===== config.mk =====
export PLATFORM = sky130hd
export DESIGN_NAME = branch_predictor_btb
export DESIGN_NICKNAME = d
export VERILOG_FILES = /design/src/rtl/branch_predictor_btb.sv
export SDC_FILE = /design/constraint.sdc
export NUM_CORES = 2
export LEC_CHECK = 0
export CORE_ASPECT_RATIO = 0.9
export CORE_MARGIN = 2
export CORE_UTILIZATION = 45
export CTS_CLUSTER_DIAMETER = 60
export DETAILED_ROUTE_END_ITERATION = 8
export PLACE_DENSITY = 0.68
export SETUP_SLACK_MARGIN = 0.15
export SYNTH_ARGS = -nofsm -noshare
export SYNTH_HDL_FRONTEND = slang
export SYNTH_SLANG_ARGS = --single-unit

===== constraint.sdc =====
create_clock -name clk -period 6.7 [get_ports clk]
set_clock_uncertainty 0.1 [all_clocks]
set_input_delay 0.67 -clock clk [delete_from_list [all_inputs] [get_ports clk]]
set_output_delay 0.67 -clock clk [all_outputs]
set_load 0.05 [all_outputs]

===== src/rtl/branch_predictor_btb.sv =====
// branch_predictor_btb: bimodal/gshare direction predictor with BTB, predicts in IF, trained at MEM resolution
module branch_predictor_btb #(
  parameter int INDEX_BITS = 6,
  parameter int TAG_BITS = 8,
  parameter int CTR_BITS = 2,
  parameter int GSHARE = 0,
  parameter int GHR_BITS = 4
) (
  input  logic                  clk,
  input  logic                  rst,
  input  logic [31:0]           pred_pc,
  output logic                  pred_hit,
  output logic                  pred_taken,
  output logic [31:0]           pred_target,
  output logic [INDEX_BITS-1:0] pred_index,
  input  logic                  upd_valid,
  input  logic [31:0]           upd_pc,
  input  logic [INDEX_BITS-1:0] upd_index,
  input  logic                  upd_is_br,
  input  logic                  upd_is_jump,
  input  logic                  upd_taken,
  input  logic [31:0]           upd_target,
  input  logic                  upd_mispredict,
  output logic [31:0]           perf_branches,
  output logic [31:0]           perf_mispredicts
);
  localparam int N = 1 << INDEX_BITS;
  localparam logic [CTR_BITS-1:0] CTR_INIT = CTR_BITS'((1 << (CTR_BITS - 1)) - 1);
  logic btb_valid [N];
  logic btb_jump [N];
  logic [TAG_BITS-1:0] btb_tag [N];
  logic [31:0] btb_target [N];
  logic [CTR_BITS-1:0] ctr [N];
  logic [GHR_BITS-1:0] ghr;
  logic [INDEX_BITS-1:0] p_bidx, u_bidx;
  logic [TAG_BITS-1:0] p_tag, u_tag;
  logic [CTR_BITS-1:0] u_ctr;
  logic upd_any, upd_br, unused;
  assign unused = &{1'b0, pred_pc, upd_pc};
  always_comb begin
    p_bidx = pred_pc[INDEX_BITS+1:2];
    p_tag = pred_pc[INDEX_BITS+TAG_BITS+1:INDEX_BITS+2];
    u_bidx = upd_pc[INDEX_BITS+1:2];
    u_tag = upd_pc[INDEX_BITS+TAG_BITS+1:INDEX_BITS+2];
    pred_index = GSHARE != 0 ? p_bidx ^ INDEX_BITS'(ghr) : p_bidx;
    pred_hit = btb_valid[p_bidx] && btb_tag[p_bidx] == p_tag;
    pred_taken = pred_hit && (btb_jump[p_bidx] || ctr[pred_index][CTR_BITS-1]);
    pred_target = pred_taken ? btb_target[p_bidx] : pred_pc + 32'd4;
    upd_any = upd_valid && (upd_is_br || upd_is_jump);
    upd_br = upd_valid && upd_is_br && !upd_is_jump;
    u_ctr = ctr[upd_index];
    u_ctr = upd_taken ? (&u_ctr ? u_ctr : u_ctr + CTR_BITS'(1)) : (|u_ctr ? u_ctr - CTR_BITS'(1) : u_ctr);
  end
  always_ff @(posedge clk) begin
    if (rst) begin
      for (int i = 0; i < N; i++) begin
        btb_valid[i] <= 1'b0;
        ctr[i] <= CTR_INIT;
      end
      ghr <= '0;
      perf_branches <= '0;
      perf_mispredicts <= '0;
    end else if (upd_any) begin
      if (upd_br) begin
        ctr[upd_index] <= u_ctr;
        if (GSHARE != 0) ghr <= GHR_BITS'({ghr, upd_taken});
      end
      if (upd_taken) begin
        btb_valid[u_bidx] <= 1'b1;
        btb_tag[u_bidx] <= u_tag;
        btb_target[u_bidx] <= upd_target;
        btb_jump[u_bidx] <= upd_is_jump;
      end
      perf_branches <= perf_branches + 32'd1;
      perf_mispredicts <= perf_mispredicts + {31'd0, upd_mispredict};
    end
  end
endmodule


==> flow_metrics.env <==
export IMPL_insertion_delay_ns=0.93
export IMPL_postPlaceCellArea_mm2=0.120
export IMPL_final_area_mm2=0.130
export IMPL_rsz0062_at_grt="no"
export IMPL_ys_ff_latch=2880
export IMPL_grt_pass1_vias=57600
export IMPL_muxShareOfSynthArea_pct=17.2
export IMPL_tightest_slew_ns=1.29
export IMPL_post_place_ws_ns=0.867
export IMPL_die_area_mm2=0.255
export IMPL_fin_nets=5896
export IMPL_power_density_mw_per_mm2=293
export IMPL_vias_per_cell=6.29
export IMPL_routabilityCongestion=0.855
export IMPL_grt_total_usage_pct=24.8
export IMPL_vias=59000
export IMPL_synth_compound_area_share_pct=2.07
export IMPL_drv_cap=0
export IMPL_port_buffers=194
export IMPL_wl_um=320000
export IMPL_synth_nets=5519
export IMPL_yosys_area_share_simple_pct=3.17
export IMPL_numCtsBuffers=313
export IMPL_syn_to_final_growth_pct=14.9
export IMPL_rows=174
export IMPL_cts_hold_buf=0
export IMPL_drc=0
export IMPL_grt_overflow=0
export IMPL_synthAdderAreaFrac_pct=0.0620
export IMPL_ys_types=80
export IMPL_max_vdd_ir_drop_mv=0.204
export IMPL_p_leak_nw=41.0
export IMPL_hold_class="input pin to flip-flop"
export IMPL_antenna_found_initial=35
export IMPL_status="finished clean"
export IMPL_synth_top_family_by_area="multiplexers"
export IMPL_fmax_ghz=0.165
export IMPL_grt_max_degree=142
export IMPL_postRouteAntennaNets=0
export IMPL_nFillCells=19400
export IMPL_hpwl_um=178000
export IMPL_clkTransAtPathRegs_ns=0.06
export IMPL_syn_inst=5406
export IMPL_end_kind="output port"
export IMPL_required_ns=5.93
export IMPL_post_cts_buffers=0
export IMPL_crit_arrival_ns=5.28
export IMPL_dr_pass1_iters=6
export IMPL_startpoint_type="input pin"
export IMPL_chipWidth_um=532
export IMPL_ys_async_sr_fraction_pct=0
export IMPL_clock_sinks=2880
export IMPL_synth_main_ff_cell="edfxtp_1"
export IMPL_setup_ws_ns=0.648
export IMPL_drive_above_1_share_pct=26.9
export IMPL_cts_resized=0
export IMPL_start_util_pct=45.2
export IMPL_cts_buffer_depth=4
export IMPL_setup_tns_ns=0
export IMPL_critPathKind="input pin to output port"
export IMPL_coreArea_mm2=0.250
export IMPL_syn_area_per_cell_um2=20.9
export IMPL_die_y_um=480
export IMPL_drv_slew=0
export IMPL_hold_ws_ns=0.0842
export IMPL_ys_seq_area_share_pct=75.3
export IMPL_synthesis_area_mm2=0.113
export IMPL_htreeDepth=5
export IMPL_synth_edf_count=2752
export IMPL_setup_viol=0
export IMPL_fin_crit_sh_pct=90.3
export IMPL_fin_util_pct=52.0
export IMPL_min_period_ns=6.05
export IMPL_grt_pass1_wl_um=446000
export IMPL_crit_fanout=64
export IMPL_first_iter_violations=8793
export IMPL_timing_hold_violations_final=0
export IMPL_wire_per_inst_um=34.1
export IMPL_cts_tree="built"
export IMPL_relSlewSlack_pct=14.3
export IMPL_pin_count=213
export IMPL_synth_xor_area_share_pct=0.643
export IMPL_clockRootBuffer="clkbuf_16"
export IMPL_ys_warn_count=0
[cell families (layout without fill, tap and decap cells)]
| group | count (synthesis) | count (layout) |
|---|---|---|
| XOR/XNOR | 83 | 83 |
| AO/OA/AOI/OAI | 359 | 359 |
| AND/OR/NAND/NOR | 767 | 767 |
| buffers and inverters | 351 | 954 |
| other | 0 | 17 |
| multiplexers | 960 | 960 |
| adder cells (fa/ha/maj) | 6 | 6 |
| flip-flops | 2880 | 2880 |
[flip-flops by register name, indices dropped and copies added, names as in the netlist]
name,count
btb_target,2048
btb_jump,64
btb_tag,512
perf_branches,32
btb_valid,64
ctr,128
perf_mispredicts,32
[cell usage in the layout (no fill, tap or decap), types with 27 or more instances in the layout]
cell,n
a21o_1,60
a21oi_1,88
buf_12,79
buf_2,45
buf_4,156
clkbuf_1,72
clkbuf_16,324
clkdlybuf4s50_1,110
clkinv_1,48
clkinv_2,50
dfxtp_1,128
edfxtp_1,2752
mux2_2,27
mux2i_1,132
mux4_2,776
nand2_1,191
nand3_1,79
nand4_1,33
nor2_1,182
nor2_4,63
nor2b_1,29
nor3_1,83
o21ai_0,70
xnor2_1,38
xor2_1,45
[per-stage QoR]
step | instances | total power [mW]
after floorplan | 5406 | 21.3
after global placement | 8812 | 22.0
after detailed placement | 8812 | 22.1
after CTS | 9353 | 38.2
after global routing | 9361 | 38.9
final | 9370 | 38.0
[power breakdown]
| group | leakage (nW) | internal, mW | switching, mW | total, mW |
|---|---|---|---|---|
| sequential | 25.7 | 19.8 | 0.0203 | 19.8 |
| clock | 4.70 | 9.49 | 6.84 | 16.3 |
| combinational | 10.6 | 0.742 | 1.19 | 1.93 |
[cell usage after synthesis, types with 8 or more instances]
library cell	n	share of area (%)
edfxtp_1	2752	73
mux4_2	776	15
nor2_1	245	0.81
nand2_1	191	0.63
clkbuf_1	159	0.53
mux2i_1	132	1.2
dfxtp_1	128	2.3
buf_2	90	0.40
a21oi_1	88	0.39
nor3_1	83	0.37
nand3_1	79	0.35
o21ai_0	71	0.31
a21o_1	60	0.40
buf_1	45	0.15
xor2_1	45	0.35
xnor2_1	38	0.29
nand4_1	33	0.18
nor2b_1	29	0.16
mux2_2	27	0.27
a22oi_1	26	0.17
o22ai_1	26	0.14
buf_4	24	0.16
mux2_4	23	0.31
a211oi_1	22	0.15
or3_1	20	0.11
inv_1	17	0.056
nand2b_1	13	0.072
a221oi_1	12	0.093
and3_1	12	0.066
nand3b_1	12	0.080
and2_1	8	0.044
[final timing paths]
kind              slack [ns]          start  depth (start not counted)                 to
setup / recovery        0.65     pred_pc[2]                         13     pred_target[7]
setup reg to reg        2.98     ctr[39][1]                          7         ctr[20][0]
hold / removal          0.08            rst                          2  perf_branches[12]
hold reg to reg         0.35  btb_valid[36]                          1      btb_valid[36]
[worst max-delay path, cell delays in order]
cell	delay (ns)
buf_8	0.47
nand2_1	0.46
o22ai_1	0.36
o21ai_0	0.13
a221oi_1	0.79
o22ai_1	0.19
xor2_1	0.23
or4_4	0.46
or4_4	0.61
buf_4	0.26
mux2i_1	0.21
buf_4	0.17
buf_12	0.13
[final cells by class]
type / instances / area (um^2) / share of cell area, %
Multi-Input combinational cell: 2175 / 26700 / 20.6
Sequential cell: 2880 / 85200 / 65.6
Tap cell: 3344 / 4180 / 3.22
Clock buffer: 407 / 8530 / 6.57
Clock inverter: 134 / 1050 / 0.808
Inverter: 20 / 86.3 / 0.0665
Antenna cell: 17 / 42.5 / 0.0327
Timing Repair Buffer: 393 / 4120 / 3.17
[routing by layer]
metal | routed length (um) | share of wire [%] | global-route usage (%) | vias to the layer above
li1 | - | - | - | 23200
met1 | 122000 | 38 | 34.8 | 31400
met2 | 148000 | 46 | 38.1 | 3648
met3 | 37500 | 12 | 6.23 | 632
met4 | 11600 | 3.6 | 8.57 | 24
met5 | 268 | 0.084 | 0.371 | -
(Power assumes the default switching activity.)
